$ cat src/rtl/slip_io_pkg.sv
`default_nettype none
// ============================================================================
// Module      : slip_io_pkg
// Description : Shared types and constants for the Slipstream I/O-space
//               cycle sequencer: sequencer state encoding, requester
//               identifiers, chip-select decode width and address field.
// Revision    : 1.0 - initial release
// ============================================================================
package slip_io_pkg;

    // Chip-select decode: the top two address bits pick one of four devices.
    localparam int IO_CS_W    = 4;
    localparam int IO_SEL_MSB = 7;
    localparam int IO_SEL_LSB = 6;

    typedef enum logic [2:0] {
        ST_IDLE   = 3'd0,
        ST_SETUP  = 3'd1,
        ST_STROBE = 3'd2,
        ST_HOLD   = 3'd3,
        ST_DONE   = 3'd4
    } io_seq_state_t;

    typedef enum logic {
        REQ_CPU = 1'b0,
        REQ_DSP = 1'b1
    } io_req_t;

    // 2-to-4 one-hot decode of the device-select field.
    function automatic logic [IO_CS_W-1:0] f_cs_decode(input logic [1:0] i_sel);
        logic [IO_CS_W-1:0] v_one;
        v_one = {{(IO_CS_W-1){1'b0}}, 1'b1};
        return v_one << i_sel;
    endfunction

endpackage
`default_nettype wire

$ cat src/rtl/m_io_cycle_sequencer.sv
`default_nettype none
// ============================================================================
// Module      : m_io_cycle_sequencer
// Description : Shares the Slipstream I/O bus between a CPU and a DSP
//               requester. Round-robin arbitration in IDLE, then a timed
//               SETUP / STROBE / HOLD bus cycle with registered one-hot chip
//               selects and read/write strobes, followed by a one-cycle Ack
//               to the granted requester in DONE.
// Ports       : MasterClock, Reset (async, active-high)
//               Cpu*/Dsp*  : requester groups (Req, Wr, Addr, WData, Ack, RData)
//               IoAddr, IoWData, IoRData : shared bus
//               IoCs, IoRdStb, IoWrStb   : registered bus controls
// Revision    : 1.0 - initial release
// ============================================================================
module m_io_cycle_sequencer
    import slip_io_pkg::*;
#(
    parameter int unsigned SETUP_CYC  = 1,
    parameter int unsigned STROBE_CYC = 3,
    parameter int unsigned HOLD_CYC   = 1
) (
    input  logic                MasterClock,
    input  logic                Reset,
    input  logic                CpuReq,
    input  logic                CpuWr,
    input  logic [7:0]          CpuAddr,
    input  logic [7:0]          CpuWData,
    output logic                CpuAck,
    output logic [7:0]          CpuRData,
    input  logic                DspReq,
    input  logic                DspWr,
    input  logic [7:0]          DspAddr,
    input  logic [7:0]          DspWData,
    output logic                DspAck,
    output logic [7:0]          DspRData,
    output logic [7:0]          IoAddr,
    output logic [7:0]          IoWData,
    input  logic [7:0]          IoRData,
    output logic [IO_CS_W-1:0]  IoCs,
    output logic                IoRdStb,
    output logic                IoWrStb
);

    localparam logic [3:0] c_SETUP_LD  = 4'(SETUP_CYC - 1);
    localparam logic [3:0] c_STROBE_LD = 4'(STROBE_CYC - 1);
    localparam logic [3:0] c_HOLD_LD   = 4'(HOLD_CYC - 1);

    io_seq_state_t r_state;
    io_seq_state_t w_next_state;
    logic [3:0]    r_cnt;
    logic [3:0]    w_next_cnt;
    io_req_t       r_grant;
    io_req_t       r_last;
    logic          r_wr;

    logic          w_grant_en;
    io_req_t       w_sel;
    logic          w_capture;
    logic          w_next_wr;
    logic [7:0]    w_next_addr;
    logic [7:0]    w_next_wdata;
    logic          w_next_active;

    // ------------------------------------------------------------------
    // Next-state logic with inline 2-way round-robin arbiter.
    // ------------------------------------------------------------------
    always_comb begin
        w_next_state = r_state;
        w_next_cnt   = r_cnt;
        w_grant_en   = 1'b0;
        w_sel        = r_grant;
        w_capture    = 1'b0;

        case (r_state)
            ST_IDLE: begin
                if (CpuReq || DspReq) begin
                    w_grant_en = 1'b1;
                    if (CpuReq && DspReq) begin
                        w_sel = (r_last == REQ_CPU) ? REQ_DSP : REQ_CPU;
                    end else begin
                        w_sel = CpuReq ? REQ_CPU : REQ_DSP;
                    end
                    w_next_cnt   = c_SETUP_LD;
                    w_next_state = ST_SETUP;
                end
            end
            ST_SETUP: begin
                if (r_cnt == 4'd0) begin
                    w_next_cnt   = c_STROBE_LD;
                    w_next_state = ST_STROBE;
                end else begin
                    w_next_cnt = r_cnt - 4'd1;
                end
            end
            ST_STROBE: begin
                if (r_cnt == 4'd0) begin
                    // Read data is taken on the edge that ends the strobe.
                    w_capture    = ~r_wr;
                    w_next_cnt   = c_HOLD_LD;
                    w_next_state = ST_HOLD;
                end else begin
                    w_next_cnt = r_cnt - 4'd1;
                end
            end
            ST_HOLD: begin
                if (r_cnt == 4'd0) begin
                    w_next_state = ST_DONE;
                end else begin
                    w_next_cnt = r_cnt - 4'd1;
                end
            end
            ST_DONE: begin
                w_next_state = ST_IDLE;
            end
            default: begin
                w_next_state = ST_IDLE;
            end
        endcase
    end

    // Values the bus will carry after this edge; the registered controls are
    // computed from them so IoCs and strobes line up with the new state.
    always_comb begin
        w_next_wr    = r_wr;
        w_next_addr  = IoAddr;
        w_next_wdata = IoWData;
        if (w_grant_en) begin
            if (w_sel == REQ_CPU) begin
                w_next_wr    = CpuWr;
                w_next_addr  = CpuAddr;
                w_next_wdata = CpuWData;
            end else begin
                w_next_wr    = DspWr;
                w_next_addr  = DspAddr;
                w_next_wdata = DspWData;
            end
        end
        w_next_active = (w_next_state == ST_SETUP) ||
                        (w_next_state == ST_STROBE) ||
                        (w_next_state == ST_HOLD);
    end

    // ------------------------------------------------------------------
    // State register.
    // ------------------------------------------------------------------
    always_ff @(posedge MasterClock or posedge Reset) begin
        if (Reset) begin
            r_state <= ST_IDLE;
            r_cnt   <= 4'd0;
            r_grant <= REQ_CPU;
            r_last  <= REQ_DSP;   // CPU wins the first tie
            r_wr    <= 1'b0;
        end else begin
            r_state <= w_next_state;
            r_cnt   <= w_next_cnt;
            r_wr    <= w_next_wr;
            if (w_grant_en) begin
                r_grant <= w_sel;
                r_last  <= w_sel;
            end
        end
    end

    // ------------------------------------------------------------------
    // Registered bus controls, acknowledges and read data.
    // ------------------------------------------------------------------
    always_ff @(posedge MasterClock or posedge Reset) begin
        if (Reset) begin
            IoAddr   <= 8'd0;
            IoWData  <= 8'd0;
            IoCs     <= '0;
            IoRdStb  <= 1'b0;
            IoWrStb  <= 1'b0;
            CpuAck   <= 1'b0;
            DspAck   <= 1'b0;
            CpuRData <= 8'd0;
            DspRData <= 8'd0;
        end else begin
            IoAddr  <= w_next_addr;
            IoWData <= w_next_wdata;
            IoCs    <= w_next_active ?
                       f_cs_decode(w_next_addr[IO_SEL_MSB:IO_SEL_LSB]) : '0;
            IoRdStb <= (w_next_state == ST_STROBE) && !w_next_wr;
            IoWrStb <= (w_next_state == ST_STROBE) &&  w_next_wr;
            CpuAck  <= (w_next_state == ST_DONE) && (r_grant == REQ_CPU);
            DspAck  <= (w_next_state == ST_DONE) && (r_grant == REQ_DSP);
            if (w_capture && (r_grant == REQ_CPU)) begin
                CpuRData <= IoRData;
            end
            if (w_capture && (r_grant == REQ_DSP)) begin
                DspRData <= IoRData;
            end
        end
    end

endmodule
`default_nettype wire
$ cat config.mk
export PLATFORM = sky130hd
export DESIGN_NAME = m_io_cycle_sequencer
export DESIGN_NICKNAME = d
export VERILOG_FILES = /design/src/rtl/slip_io_pkg.sv /design/src/rtl/m_io_cycle_sequencer.sv
export SDC_FILE = /design/constraint.sdc
export NUM_CORES = 1
export LEC_CHECK = 0
export BUFFER_PORTS_ARGS = -buffer_cell sky130_fd_sc_hd__buf_2
export CORE_ASPECT_RATIO = 0.5
export CORE_MARGIN = 4
export CORE_UTILIZATION = 49
export DETAILED_ROUTE_END_ITERATION = 6
export GPL_TIMING_DRIVEN = 0
export HOLD_SLACK_MARGIN = 0.06
export PLACE_DENSITY = 0.88
export SLEW_MARGIN = 25
export SYNTH_ARGS = -nofsm -noshare
export SYNTH_HDL_FRONTEND = slang
export SYNTH_SLANG_ARGS = --single-unit
$ cat constraint.sdc
create_clock -name MasterClock -period 2.09 [get_ports MasterClock]
set_input_delay 0.3135 -clock MasterClock [delete_from_list [all_inputs] [get_ports MasterClock]]
set_output_delay 0.3135 -clock MasterClock [all_outputs]
set_load 0.02 [all_outputs]
=== Word-level counts from Yosys, hierarchy flattened ===
Index checks and enable logic that the tools add are counted.

* Logic and storage cells: 68
* Bits in writable memories: 0
* Bits in registers: 50
* Output and inout bits: 40
* Bits in latches: 0
* Memory bits (read-only): 0
* Bits of input ports: 46
* Memories kept: 0

* Order comparisons: 0
* Shift operators: 1
* Reductions and logical operators: 15
* $add $sub $neg: 1
* Equal/unequal tests: 9
* Bitwise logic cells: 2
* Multiply operators: 0
* Div/mod/pow operators: 0
* Muxes and demuxes: 25

{| class="wikitable"
|+ Operator list
! kind !! count
|-
| $mux 8 || 3
|-
| $mux 4 || 5
|-
| $pmux 4 s4 || 1
|-
| $eq 3x2->1 const B || 4
|-
| $mux 3 || 4
|-
| $pmux 3 s4 || 1
|-
| $mux 1 || 11
|-
| $logic_and 1x1->1 || 7
|-
| $eq 3x1->1 const B || 2
|-
| $logic_not 4->1 || 1
|-
| $ne 2x2->1 const B || 2
|-
| $reduce_bool 4->1 || 1
|-
| $shl 1x2->4 const A || 1
|-
| $sub 4x1->4 const B || 1
|-
| $eq 3x3->1 const B || 1
|-
| $logic_not 3->1 || 1
|-
| $logic_or 1x1->1 || 3
|-
| $reduce_and 3->1 || 1
|-
| $not 1->1 || 2
|-
| $logic_not 1->1 || 1
|}

=== Logic depth before layout (Yosys ltp) ===
Gate-level depths: netlist of run 1.

* Word-level depth: 8
* Mapped depth: 7
* Mapped depth without buffers: 6

=== Least setup slack after synthesis of run 1 ===
No wires, ideal clock.

* Path type: reg2reg
* Start: register r_cnt[0]
* End: register CpuRData[0]
* Setup time: 0.125 ns
* Required time: 1.965 ns
* Slack: 0.347 ns
* Clock period less this slack: 1.743 ns
* Cell stages (with the launch flop): 8
* Buffers on the path: 1
* Arrival time: 1.618 ns
* Path through: dfrtp_1 inv_1 ha_1 nand4bb_4 nor4_2 nor2b_1 buf_2 mux2_2

* Cells in the longest elaborated chain, start to end: 4

{| class="wikitable"
|+ Ends and longest elaborated chain
! item !! line !! RTL
|-
| from (decl) || m_io_cycle_sequencer.sv:50 || <nowiki>logic [3:0] r_cnt;</nowiki>
|-
| from (signal assigned) || m_io_cycle_sequencer.sv:155 || <nowiki>r_cnt <= w_next_cnt;</nowiki>
|-
| $logic_not 4->1 || m_io_cycle_sequencer.sv:96 || <nowiki>if (r_cnt == 4'd0) begin</nowiki>
|-
| $mux 1 || m_io_cycle_sequencer.sv:96 ||
|-
| $mux 1 || m_io_cycle_sequencer.sv:74 || <nowiki>case (r_state)</nowiki>
|-
| $logic_and 1x1->1 || m_io_cycle_sequencer.sv:187 || <nowiki>if (w_capture && (r_grant == REQ_CPU)) begin</nowiki>
|-
| to (signal assigned) || m_io_cycle_sequencer.sv:188 || <nowiki>CpuRData <= IoRData;</nowiki>
|-
| to (decl) || m_io_cycle_sequencer.sv:29 || <nowiki>output logic [7:0] CpuRData,</nowiki>
|}

Every way passes these cells.
A chain may end at the register's enable or synchronous reset.

=== Final worst setup path of run 1 ===
* Start: register r_cnt[0]
* End: register CpuRData[3]

The elaborated chain is that of the path after synthesis.

==> results by stage, run 1 <==
Outcome:
- The flow ran to the end, and the final reports show no timing, DRC or antenna violations.

Floorplanning:
- The area of the core region is 4420 sq um.
- The initial utilization of the core area, before any placement, comes to 0.513.
- The row count is 17.
- Measured along the y axis, the die boundary spans 56.1 microns.
- 86 I/O pins were placed.
- The floorplan step defined a die boundary enclosing 5850 sq um.
- The die is 104 microns wide.

Global routing:
- The number of antenna violations at the first check in global routing came to 0.
- The first-pass GRT wire length is 8270 microns.
- The number of global-route vias before repair is 1765.
- The pin count of the biggest net entering global routing is 29.
- For this run the aggregate overflow at the end of global routing stands at 0.
- For this run, the total global-route usage over all layers was measured as 0.175.

Timing:
- Timing would allow up to 528 MHz.
- The final critical-path share of the clock period is 0.906.
- Setup repair after global routing left no endpoint under its margin.
- The worst hold margin is 0.0688 ns.
- In this run the tightest slew margin relative to its limit is 0.591.
- Setup violations remaining at the end of the flow were counted as 0.
- The worst path in the final design needs a cycle of 1.89 ns, including I/O delays and setup.
- In the final timing run, aggregate negative setup slack is 0 ns.
- The slew at the pin closest to its max-slew limit is 0.613 ns.
- The worst-case clock skew is 0.0146 ns.
- The hold violation total from the final report is 0.
- The final max-slew violation count was 0.

Clock tree:
- After clock tree synthesis, the clock-pin slew on the worst setup and hold paths is 0.11 ns.
- The clock latency on the worst-skew pair is 0.31 ns.
- The H-tree was split into 2 levels.
- The root buffer cell chosen for the clock tree is sky130_fd_sc_hd__clkbuf_8.
- The TritonCTS clock tree is built.
- The count of hold-fix buffers inserted at cts is 0.
- For this design, the sink count on the clock tree is 50.
- The CTS buffer count is 5.
- The buffer depth of the longest clock path is 2.

Logic synthesis:
- In this run, synthesis produced a sequential element count of 50.
- The post-synthesis xor/xnor area fraction is 0.00386.
- The largest family of logic cells by synthesized area is multiplexers.
- The number of instances in the synthesized netlist is 184.
- The share of the yosys chip area belonging to registers is 0.552.
- The post-synthesis compound-gate area fraction is 0.112.
- The mux cell area share after synthesis is 0.146.
- The summed instance area of the synthesized netlist is 2270 sq um.
- Of the total synthesized cell area, the portion taken by AND, OR, NAND and NOR gates is 0.143.
- Of the total synthesized cell area, the portion taken by full adders, half adders and majority gates is 0.0110.
- The netlist uses 44 different library cells.
- In the synthesized netlist the async set-or-reset flop fraction comes to 1.00.
- For this run, the leading register cell type out of synthesis is sky130_fd_sc_hd__dfrtp_1.
- When the netlist entered floorplanning its net count stood at 232.
- After synthesis, the mean cell area works out to 12.3 sq um.
- During synthesis, Yosys emitted a total of 0 warnings.
- Counting flops with a built-in enable in the synthesized netlist gives 0.

Route:
- For this block, the via count after detailed routing is 1732.
- After detailed routing, the total wire length is 4910 microns.
- The first-iteration detailed-routing DRC count is 62.
- The final antenna-violating net count is 0.
- The final routed wire length divided by cell count is 14.6 microns.
- The average vias per placed instance is 5.17.
- After detailed routing, the number of remaining DRC violations is 0.
- The detailed-routing iteration count for the pre-antenna-repair pass is 4.

Min path:
- In this run the worst hold path is classified as primary input to asynchronous set/reset pin.

Critical path:
- Across all register-to-register paths, the minimum setup slack is 0.20 ns.
- The number of cells on the worst reg-to-reg path is 7.
- The worst endpoint required time is 2.28 ns.
- The critical path is of the flip-flop to flip-flop type.
- The worst setup path startpoint is r_cnt[0]$_DFFE_PP0P_.
- The maximum fanout encountered on the critical timing path is 8.
- The kind of start point of the critical path is a flip-flop.
- The startpoint identified for the worst register-to-register timing path is r_cnt[0]$_DFFE_PP0P_.
- The type of element capturing the critical path is a flip-flop.
- The capturing instance or port of the critical path is CpuRData[3]$_DFFE_PP0P_.
- The endpoint identified for the worst register-to-register timing path is CpuRData[3]$_DFFE_PP0P_.
- At the worst endpoint, the arrival time is 2.08 ns.

Final layout:
- The footprint of the flip-flops and latches is 1250 sq um.
- The net count of the finished layout is 325.
- The post-route cell area is 2910 sq um.
- In the final layout, the multi-input gates occupy 947 sq um.
- Leaving out filler cells and counting taps, the final layout contains 335.
- The top cell types in the final layout, fill and taps aside, are 86 x sky130_fd_sc_hd__buf_2, 49 x sky130_fd_sc_hd__dfrtp_1, 21 x sky130_fd_sc_hd__nand2_1.
- The library cell used most frequently in the layout, excluding fill and tap cells, is sky130_fd_sc_hd__buf_2.
- The number of antenna diodes in the final layout is 0.
- From synthesis to final layout, the design area changed by 28.3%.
- The proportion of layout cells with a drive suffix above 1 is 0.475.
- The number of filler cells placed in the layout is 352.

Job:
- The reported max-cap violation count is 0.

Placement:
- The HPWL after detailed placement is 3860 microns.
- The placed instance count is 327.
- The count of input and output buffers is 85.
- Routability-driven placement finished with a final weighted congestion of 0.749.
- The cell area after placement is 2790 sq um.

Pwr:
- Dividing total power by cell area gives a power density of 1580 nW/um^2.
- The design draws 0.00459 W.
- Summed over all cells, the static leakage comes to 1.53 nW.
- The worst ir drop on vdd is 679 uV.
## cells in the mapped netlist, types with 2 or more instances
cell type	count	share of area
sky130_fd_sc_hd__nand2b_1	2	0.0055
sky130_fd_sc_hd__mux2_2	16	0.079
sky130_fd_sc_hd__nor3b_2	2	0.011
sky130_fd_sc_hd__nand2_1	21	0.035
sky130_fd_sc_hd__dfrtp_1	49	0.54
sky130_fd_sc_hd__inv_1	4	0.0066
sky130_fd_sc_hd__nor3b_1	3	0.0099
sky130_fd_sc_hd__clkbuf_1	4	0.0066
sky130_fd_sc_hd__a21oi_1	6	0.013
sky130_fd_sc_hd__buf_6	2	0.0099
sky130_fd_sc_hd__o21ai_2	2	0.0077
sky130_fd_sc_hd__o21ai_1	8	0.018
sky130_fd_sc_hd__nor3_1	3	0.0066
sky130_fd_sc_hd__buf_4	2	0.0066
sky130_fd_sc_hd__nor2b_1	4	0.011
sky130_fd_sc_hd__ha_1	2	0.011
sky130_fd_sc_hd__mux2i_1	15	0.066
sky130_fd_sc_hd__o21ai_0	9	0.020
sky130_fd_sc_hd__o21a_1	2	0.0066
sky130_fd_sc_hd__nor2_1	4	0.0066
## per-layer routing
layer	share of wire	vias up	routed length (microns)	global-route usage
met3	0.064	6	314	0.0521
li1	-	842	-	-
met1	0.41	827	2030	0.207
met2	0.51	57	2510	0.315
met5	0	-	0	0
met4	0.011	0	55	0.0417
## cells by family (layout without fill, tap and decap cells)
group / Yosys count / count (layout)
AOI/OAI and AO/OA: 36 / 36
xor gates and xnor gates: 1 / 1
adders and majority gates: 2 / 2
buffers and inverters: 13 / 107
DFF: 50 / 50
muxes: 31 / 31
and+or+nand+nor: 51 / 51
## through the flow
step | worst slack [ns] | utilization
3_3_place_gp | 0.0354 | 0.625
5_1_grt | 0.0344 | 0.658
6_report | 0.197 | 0.658
3_5_place_dp | 0.163 | 0.632
4_1_cts | 0.153 | 0.658
2_1_floorplan | 0.347 | -
## worst min path at each step
stage / end / startpoint / cells past startpoint / slack (ns)
after floorplan: CpuAck$_DFF_PP0_ / r_grant$_DFFE_PP0P_ / 1 / 0.46
after global placement: IoWData[4]$_DFFE_PP0P_ / IoWData[4]$_DFFE_PP0P_ / 2 / 0.46
after detailed placement: IoRdStb$_DFF_PP0_ / Reset / 2 / 0.43
after CTS: DspRData[0]$_DFFE_PP0P_ / Reset / 2 / 0.09
after global routing: CpuRData[0]$_DFFE_PP0P_ / Reset / 2 / 0.12
final: CpuRData[0]$_DFFE_PP0P_ / Reset / 2 / 0.07
## worst max-delay path: stages, from the launching register on
cell and delay [ns]:
sky130_fd_sc_hd__dfrtp_1 0.38, sky130_fd_sc_hd__inv_1 0.11, sky130_fd_sc_hd__ha_2 0.23, sky130_fd_sc_hd__nand4bb_4 0.15
sky130_fd_sc_hd__nor4_2 0.18, sky130_fd_sc_hd__nor2b_1 0.15, sky130_fd_sc_hd__buf_2 0.22, sky130_fd_sc_hd__mux2_2 0.36
## what timing repair did
action,CTS,global route
buffers inserted,0,0
setup endpoints to repair,0,3
gates resized for setup,0,1
## sequential cells by signal, summed over array words and instances (netlist names), 3 cells and up
| register | cells |
|---|---|
| CpuRData | 8 |
| DspRData | 8 |
| IoAddr | 8 |
| IoWData | 8 |
| IoCs | 4 |
| r_cnt | 4 |
| r_state | 3 |
## report_power, final
| part | internal [W] | leakage [nW] | switching (W) |
|---|---|---|---|
| clock | 0.000365 | 0.0591 | 0.000336 |
| sequential | 0.00142 | 0.621 | 0.000262 |
| combinational | 0.000917 | 0.846 | 0.00129 |
## cell type report
cell class / instances / share of cell area
Sequential cell: 50 / 0.430
Multi-Input combinational cell: 121 / 0.325
Timing Repair Buffer: 86 / 0.155
Tap cell: 57 / 0.0245
Clock buffer: 5 / 0.0236
Buffer: 9 / 0.0198
Clock inverter: 3 / 0.0163
Inverter: 4 / 0.00515
(Power assumes the default switching activity.)
==> run 2, diff against run 1 <==
--- a/config.mk
+++ b/config.mk
@@ -8,11 +8,11 @@
 export BUFFER_PORTS_ARGS = -buffer_cell sky130_fd_sc_hd__buf_2
 export CORE_ASPECT_RATIO = 0.5
 export CORE_MARGIN = 4
-export CORE_UTILIZATION = 49
+export CORE_UTILIZATION = 52
 export DETAILED_ROUTE_END_ITERATION = 6
 export GPL_TIMING_DRIVEN = 0
 export HOLD_SLACK_MARGIN = 0.06
-export PLACE_DENSITY = 0.88
+export PLACE_DENSITY = 0.92
 export SLEW_MARGIN = 25
 export SYNTH_ARGS = -nofsm -noshare
 export SYNTH_HDL_FRONTEND = slang
==> constraint.sdc (replaced) <==
create_clock -name MasterClock -period 2.4 [get_ports MasterClock]
set_input_delay 0.36 -clock MasterClock [delete_from_list [all_inputs] [get_ports MasterClock]]
set_output_delay 0.36 -clock MasterClock [all_outputs]
set_load 0.02 [all_outputs]
==> run 2 against run 1 <==
Worst setup slack better by 0.22 ns; first-iteration DRC count is 98% higher; cell count is 0.90% lower; total power is 15% lower; fmax down 4.6%; clock-buffer cell count unchanged.
==> results by stage, run 2 (synthesis gave the netlist of run 1 again) <==
Timing:
- The accumulated negative setup slack is 0 ns (unchanged).
- The slew at the pin closest to its max-slew limit is 0.595 ns (-0.0175 ns).
- The final max-slew violation count is 0 (unchanged).
- The hold violation total from the final report came to 0 (unchanged).
- The remaining max-slew budget at the tightest pin is 0.603 (+0.0117).
- The worst-case clock skew is 0.00735 ns (-0.00725 ns).
- The worst path setup slack after routing came to 0.416 ns (+0.219 ns).
- The total of endpoints with negative setup slack in the final report was 0 (unchanged).
- The worst hold margin is 0.116 ns (+0.0470 ns).
- The maximum clock frequency is 504 MHz (-4.6%).
- Setup repair after global routing left no endpoint under its margin.
- The post-route minimum period is 1.98 ns (+0.0908 ns).
- The final critical-path share of the clock period is 0.827 (-0.0792).

Placement:
- The HPWL after detailed placement is 3930 microns (+1.9%).
- The worst setup slack before clock tree synthesis came to 0.403 ns (+0.240 ns).
- The count of input and output buffers is 85 (unchanged).
- The placed instance count was 324 (-0.92%).
- The global placement routability congestion is 0.808 (+7.9%).

Critical path:
- The gate family responsible for the most delay along the worst path is simple AND/OR/NAND/NOR gates.
- The peak per-stage delay on the critical path is 0.38 ns (about the same).
- The type of element capturing the critical path is a flip-flop.
- The maximum fanout encountered on the critical timing path came to 8 (unchanged).
- The count of cells along the worst register-to-register path came to 7 (unchanged).
- The kind of start point of the critical path is a flip-flop.
- The worst endpoint required time was 2.59 ns (+0.31 ns).
- The arrival time of data at the critical path endpoint is 2.18 ns (+0.10 ns).
- The buffer and inverter count on the worst path is 2 (unchanged).
- The number of gates on the worst path with buffers counted came to 7 (unchanged).
- The slowest stage of the critical path belongs to the cell sky130_fd_sc_hd__dfrtp_1.
- The worst setup path is of the flip-flop to flip-flop kind.
- Walking the worst path, the cells encountered are inv_1, ha_1, nand4bb_4, nor4_2, nor2b_1, buf_2, mux2_2.

Floorplanning:
- The number of primary I/O pins was 86 (unchanged).
- The full die area came to 5550 sq um (-5.1%).
- The chip height is 54.7 microns (-2.5%).
- The row count was 16 (-1).
- The initial core utilization is 0.561 (+0.0483).
- The area of the core region is 4040 sq um (-8.6%).
- The width of the chip is 101 microns (-2.7%).

Pwr:
- The cell-internal power is 0.00224 W (-17%).
- The clock power share is 0.124 (-0.029).
- The proportion of power drawn by combinational gates is 0.500 (+0.020).
- The switching part of the total power is 0.424 (+0.0133).
- The net switching component of the power is 0.00165 W (-12%).
- The worst ir drop on vdd is 571 uV (-16%).
- The total chip power is 0.00389 W (-15%).
- The power share of the sequential group is 0.377 (+0.010).
- The power per cell area is 1350 nW/um^2 (-14%).
- The leakage component of the power was 1.51 nW (-0.89%).

Route:
- The average vias per placed instance was 5.36 (+3.7%).
- The number of remaining DRC errors came to 0 (unchanged).
- The final antenna-violating net count is 0 (unchanged).
- The total wirelength of the detailed-routed design is 5040 microns (+2.7%).
- The detailed-routing iteration count for the pre-antenna-repair pass is 4 (unchanged).
- The first-iteration detailed-routing DRC count is 123 (+98%).
- The final routed wire length divided by cell count was 15.2 microns (+3.7%).
- The via count is 1780 (+2.8%).

Clock tree:
- The TritonCTS clock tree is built.
- The total of cells resized after clock tree synthesis is 0 (unchanged).
- The H-tree level count was 2 (unchanged).
- The count of hold-fix buffers inserted at cts was 0 (unchanged).
- The clock net sink count is 50 (unchanged).
- The root cell of the clock tree is sky130_fd_sc_hd__clkbuf_8.
- The clock latency on the worst-skew pair is 0.30 ns (about the same).
- The buffer depth of the longest clock path is 2 (unchanged).
- The number of setup buffers added after CTS is 0 (unchanged).
- The clock-pin slew on the worst setup and hold paths is 0.09 ns (-0.02 ns).
- The CTS buffer count is 5 (unchanged).

Global routing:
- The total overflow reported by the global router came to 0 (unchanged).
- The first-pass GRT wire length is 7780 microns (-6.0%).
- The number of global-route vias before repair is 1687 (-4.4%).
- The number of antenna violations at the first check in global routing is 0 (unchanged).
- The pin count of the biggest net entering global routing is 28 (-3.4%).
- The total track usage is 0.186 (+0.0115).

Final layout:
- The post-layout net count is 325 (unchanged).
- The signed area change from the synthesized netlist to the final layout is 26.9%.
- In the layout the commonest cells are 86 x sky130_fd_sc_hd__buf_2, 49 x sky130_fd_sc_hd__dfrtp_1, 21 x sky130_fd_sc_hd__nand2_1.
- The proportion of layout cells with a drive suffix above 1 is 0.471 (-0.00360).
- The number of diodes added for antenna fixing is 0 (unchanged).
- The library cell used most frequently in the layout, excluding fill and tap cells, is sky130_fd_sc_hd__buf_2.
- The number of filler cells placed in the layout came to 296 (-16%).
- The number of standard cells in the layout, taps in and fillers out is 332 (-0.90%).

Job:
- The reported max-cap violation count is 0 (unchanged).

Outcome:
- The run finished with clean final reports.

Min path:
- The type of the tightest min-delay check is primary input to asynchronous set/reset pin.
==> run 2: changes by cell type in the layout (fill, tap and decap cells not counted), sizes merged <==
cell,delta
inv,-2
bufinv,-1
clkinv,+2
clkinvlp,+1
==> run 2: power by group through the flow <==
| stage | sequential (W) | combinational [W] | clock [W] |
|---|---|---|---|
| after floorplan | 0.00184 | 0.000980 | 0 |
| after global placement | 0.00146 | 0.00185 | 0 |
| after detailed placement | 0.00148 | 0.00195 | 0 |
| after CTS | 0.00147 | 0.00196 | 0.000494 |
| after global routing | 0.00152 | 0.00210 | 0.000539 |
| final | 0.00147 | 0.00195 | 0.000482 |
==> run 2: path summary, 6_finish.rpt <==
kind	startpoint	to	slack [ns]
max in group asynchronous	Reset	r_last$_DFFE_PP1P_	1.68
min reg2reg	IoWData[4]$_DFFE_PP0P_	IoWData[4]$_DFFE_PP0P_	0.48
min in group MasterClock	IoRData[1]	DspRData[1]$_DFFE_PP0P_	0.30
max reg2reg	r_cnt[0]$_DFFE_PP0P_	CpuRData[5]$_DFFE_PP0P_	0.42
min	Reset	DspRData[0]$_DFFE_PP0P_	0.12
max	r_cnt[0]$_DFFE_PP0P_	CpuRData[5]$_DFFE_PP0P_	0.42
==> run 2: per-stage QoR <==
stage | utilization | instance area (sq um)
3_5_place_dp | 0.690 | 2790
3_3_place_gp | 0.683 | 2760
2_1_floorplan | - | 2270
6_report | 0.712 | 2880
4_1_cts | 0.712 | 2880
5_1_grt | 0.712 | 2880
==> run 2: final cells by class <==
type / count / area (sq um) / share of cell area
sequential: 50 / 1250 / 0.435
multi-input combinational: 121 / 945 / 0.328
timing repair buffer: 86 / 453 / 0.157
clock buffer: 5 / 68.8 / 0.0239
tap: 54 / 67.6 / 0.0235
buffer: 9 / 57.6 / 0.0200
clock inverter: 3 / 21.3 / 0.00738
inverter: 4 / 15.0 / 0.00521
==> run 2: worst register-to-register path, stage by stage (launching register included) <==
cell and delay, ns:
sky130_fd_sc_hd__dfrtp_1 0.38, sky130_fd_sc_hd__inv_1 0.12, sky130_fd_sc_hd__ha_1 0.25, sky130_fd_sc_hd__nand4bb_4 0.17, sky130_fd_sc_hd__nor4_2 0.20, sky130_fd_sc_hd__nor2b_1 0.16
sky130_fd_sc_hd__buf_2 0.23, sky130_fd_sc_hd__mux2_2 0.37
==> run 2: routing by layer <==
layer	wire length (microns)	track usage
met5	0	0
met4	80	0.0552
met3	468	0.0547
met2	2520	0.342
met1	1970	0.217
==> run 3, diff against run 2 <==
--- a/config.mk
+++ b/config.mk
@@ -8,11 +8,11 @@
 export BUFFER_PORTS_ARGS = -buffer_cell sky130_fd_sc_hd__buf_2
 export CORE_ASPECT_RATIO = 0.5
 export CORE_MARGIN = 4
-export CORE_UTILIZATION = 52
+export CORE_UTILIZATION = 44
 export DETAILED_ROUTE_END_ITERATION = 6
 export GPL_TIMING_DRIVEN = 0
 export HOLD_SLACK_MARGIN = 0.06
-export PLACE_DENSITY = 0.92
+export PLACE_DENSITY = 0.84
 export SLEW_MARGIN = 25
 export SYNTH_ARGS = -nofsm -noshare
 export SYNTH_HDL_FRONTEND = slang
==> constraint.sdc (replaced) <==
create_clock -name MasterClock -period 1.79 [get_ports MasterClock]
set_input_delay 0.2685 -clock MasterClock [delete_from_list [all_inputs] [get_ports MasterClock]]
set_output_delay 0.2685 -clock MasterClock [all_outputs]
set_load 0.02 [all_outputs]
==> run 3 against run 2 <==
Critical path type unchanged; sequential cell count stayed put; worst setup slack got worse by 0.37 ns; critical path depth is the same; core utilization is 11 points lower; largest power group unchanged; combinational power grew 36%; global-route usage is 2.8 points lower; sequential share of layout area is 1.7 points lower; clock skew rose by 0.0067 ns; non-clock buffer count grew 4; via count fell by 1.1%; routed wire length is 1.5% lower.
==> results by stage, run 3 (synthesis gave the netlist of run 1 again) <==
Clock tree:
- The count of hold-fix buffers inserted at cts is 0 (unchanged).
- The clock latency on the worst-skew pair was 0.30 ns (about the same).
- The clock net sink count was 50 (unchanged).
- The H-tree level count was 2 (unchanged).
- The buffer depth of the longest clock path is 2 (unchanged).
- The root cell of the clock tree is sky130_fd_sc_hd__clkbuf_8.
- TritonCTS built the clock tree.
- The CTS buffer count is 5 (unchanged).
- The clock-pin slew on the worst setup and hold paths came to 0.10 ns (about the same).

Floorplanning:
- The row count was 18 (+2).
- The full die area is 6440 sq um (+16%).
- The area of the core region was 4950 sq um (+23%).
- The chip height is 58.8 microns (+7.4%).
- The number of primary I/O pins is 86 (unchanged).
- The initial core utilization is 0.458 (-0.103).
- The width of the chip was 110 microns (+8.0%).

Route:
- The number of remaining DRC errors is 0 (unchanged).
- The final antenna-violating net count is 0 (unchanged).
- The total wirelength of the detailed-routed design is 4960 microns (-1.5%).
- The first-iteration detailed-routing DRC count is 93 (-24%).
- The average vias per placed instance is 5.00 (-6.7%).
- The detailed-routing iteration count for the pre-antenna-repair pass came to 4 (unchanged).
- The via count is 1760 (-1.1%).
- The final routed wire length divided by cell count was 14.1 microns (-7.1%).

Timing:
- The maximum clock frequency is 573 MHz (+14%).
- The final max-slew violation count was 0 (unchanged).
- Setup repair after global routing could not meet its margin everywhere.
- The hold violation total from the final report is 0 (unchanged).
- The total of endpoints with negative setup slack in the final report is 0 (unchanged).
- The worst hold margin came to 0.0453 ns (-0.0705 ns).
- The worst-case clock skew is 0.0141 ns (+0.00673 ns).
- The remaining max-slew budget at the tightest pin is 0.560 (-0.0427).
- The worst path setup slack after routing is 0.0435 ns (-0.373 ns).
- The post-route minimum period came to 1.75 ns (-0.237 ns).
- The slew at the pin closest to its max-slew limit is 0.659 ns (+0.0639 ns).
- The final critical-path share of the clock period came to 0.976 (+0.149).

Pwr:
- The power per cell area is 1830 nW/um^2 (+35%).
- The total chip power was 0.00548 W (+41%).
- The worst ir drop on vdd came to 699 uV (+22%).
- The leakage component of the power is 1.55 nW (+2.6%).

Outcome:
- The run finished with clean final reports.

Critical path:
- The kind of start point of the critical path is a flip-flop.
- The critical path starts at r_cnt[0]$_DFFE_PP0P_.
- The arrival time of data at the critical path endpoint is 1.94 ns (-0.24 ns).
- The type of element capturing the critical path is a flip-flop.
- The worst flop-to-flop path startpoint is r_cnt[0]$_DFFE_PP0P_.
- The worst endpoint required time is 1.98 ns (-0.61 ns).
- The worst setup path is of the flip-flop to flip-flop kind.
- The maximum fanout encountered on the critical timing path is 8 (unchanged).
- The reg-to-reg setup timing slack is 0.04 ns (-0.37 ns).

Final layout:
- The number of filler cells placed in the layout is 431 (+46%).
- The number of diodes added for antenna fixing came to 0 (unchanged).
- The library cell used most frequently in the layout, excluding fill and tap cells, is sky130_fd_sc_hd__buf_2.
- Leaving out fill and tap cells, the most frequent cells in the layout are 85 x sky130_fd_sc_hd__buf_2, 49 x sky130_fd_sc_hd__dfrtp_1, 21 x sky130_fd_sc_hd__nand2_1.
- The utilization after layout is 0.604 (-0.108).
- The post-route cell area is 2990 sq um (+4.0%).
- The proportion of layout cells with a drive suffix above 1 came to 0.493 (+0.0217).
- From synthesis to final layout, the design area changed by 31.9%.
- The post-layout net count is 329 (+1.2%).

Placement:
- The global placement routability congestion is 0.713 (-12%).
- The HPWL after detailed placement is 3810 microns (-2.9%).
- The cell area after placement is 2810 sq um (+0.72%).
- The count of input and output buffers was 85 (unchanged).
- The worst setup slack before clock tree synthesis is -0.171 ns (-0.575 ns).

Global routing:
- The first-pass GRT wire length is 7970 microns (+2.5%).
- The number of global-route vias before repair was 1736 (+2.9%).
- The pin count of the biggest net entering global routing is 31 (+11%).
- The number of antenna violations at the first check in global routing is 0 (unchanged).
- The total track usage is 0.158 (-0.0277).
- The total overflow reported by the global router came to 0 (unchanged).

Job:
- The reported max-cap violation count was 0 (unchanged).

Min path:
- In this run the worst hold path is classified as primary input to asynchronous set/reset pin.
==> run 3: per-stage QoR <==
stage,TNS (ns),std cells
2_1_floorplan,0,184
3_3_place_gp,-12.79,339
3_5_place_dp,-2.11,340
4_1_cts,0,348
5_1_grt,-0.542,352
6_report,0,352
==> run 3: timing repair <==
action | 4_1_cts | 5_1_grt
buffers inserted | 0 | 4
pin swaps | 1 | 0
gates resized for setup | 6 | 2
endpoints found under the hold margin | 0 | 0
setup endpoints to repair | 18 | 18
==> run 3: critical path: stages (launching register included) <==
cell and delay (ns):
sky130_fd_sc_hd__dfrtp_1 0.40, sky130_fd_sc_hd__inv_2 0.10, sky130_fd_sc_hd__ha_4 0.15, sky130_fd_sc_hd__nand4bb_4 0.13, sky130_fd_sc_hd__nor4_4 0.16, sky130_fd_sc_hd__nor2b_1 0.17, sky130_fd_sc_hd__buf_4 0.19, sky130_fd_sc_hd__mux2_2 0.34
==> run 3: cell type report <==
class	count	area, sq um	share of cell area
flip-flops and latches	50	1250	0.418
clock inverters	2	38.8	0.0130
repair buffers	90	483	0.161
clock buffers	6	82.6	0.0276
well taps	70	87.6	0.0293
plain buffers	9	60.1	0.0201
inverters	4	15.0	0.00501
multi-input cells	121	975	0.326
==> run 3: routing by layer <==
| layer | up-vias | GRT usage | wire, microns |
|---|---|---|---|
| li1 | 846 | - | - |
| met1 | 864 | 0.194 | 2090 |
| met2 | 48 | 0.284 | 2560 |
| met3 | 2 | 0.0394 | 291 |
| met4 | 0 | 0.0373 | 24 |
| met5 | - | 0 | 0 |
==> run 3: power breakdown <==
group	switching, W	internal, W	leakage (nW)
Sequential	0.000322	0.00166	0.621
Combinational	0.00151	0.00114	0.869
Clock	0.000380	0.000460	0.0618
Total	0.00222	0.00326	1.55
==> run 3: final timing paths <==
path,to,depth (start not counted)
max,CpuRData[6]$_DFFE_PP0P_,7
min,IoWrStb$_DFF_PP0_,2
max reg2reg,CpuRData[6]$_DFFE_PP0P_,7
min reg2reg,IoWData[4]$_DFFE_PP0P_,2
max in group asynchronous,r_last$_DFFE_PP1P_,3
min in group MasterClock,DspRData[7]$_DFFE_PP0P_,2
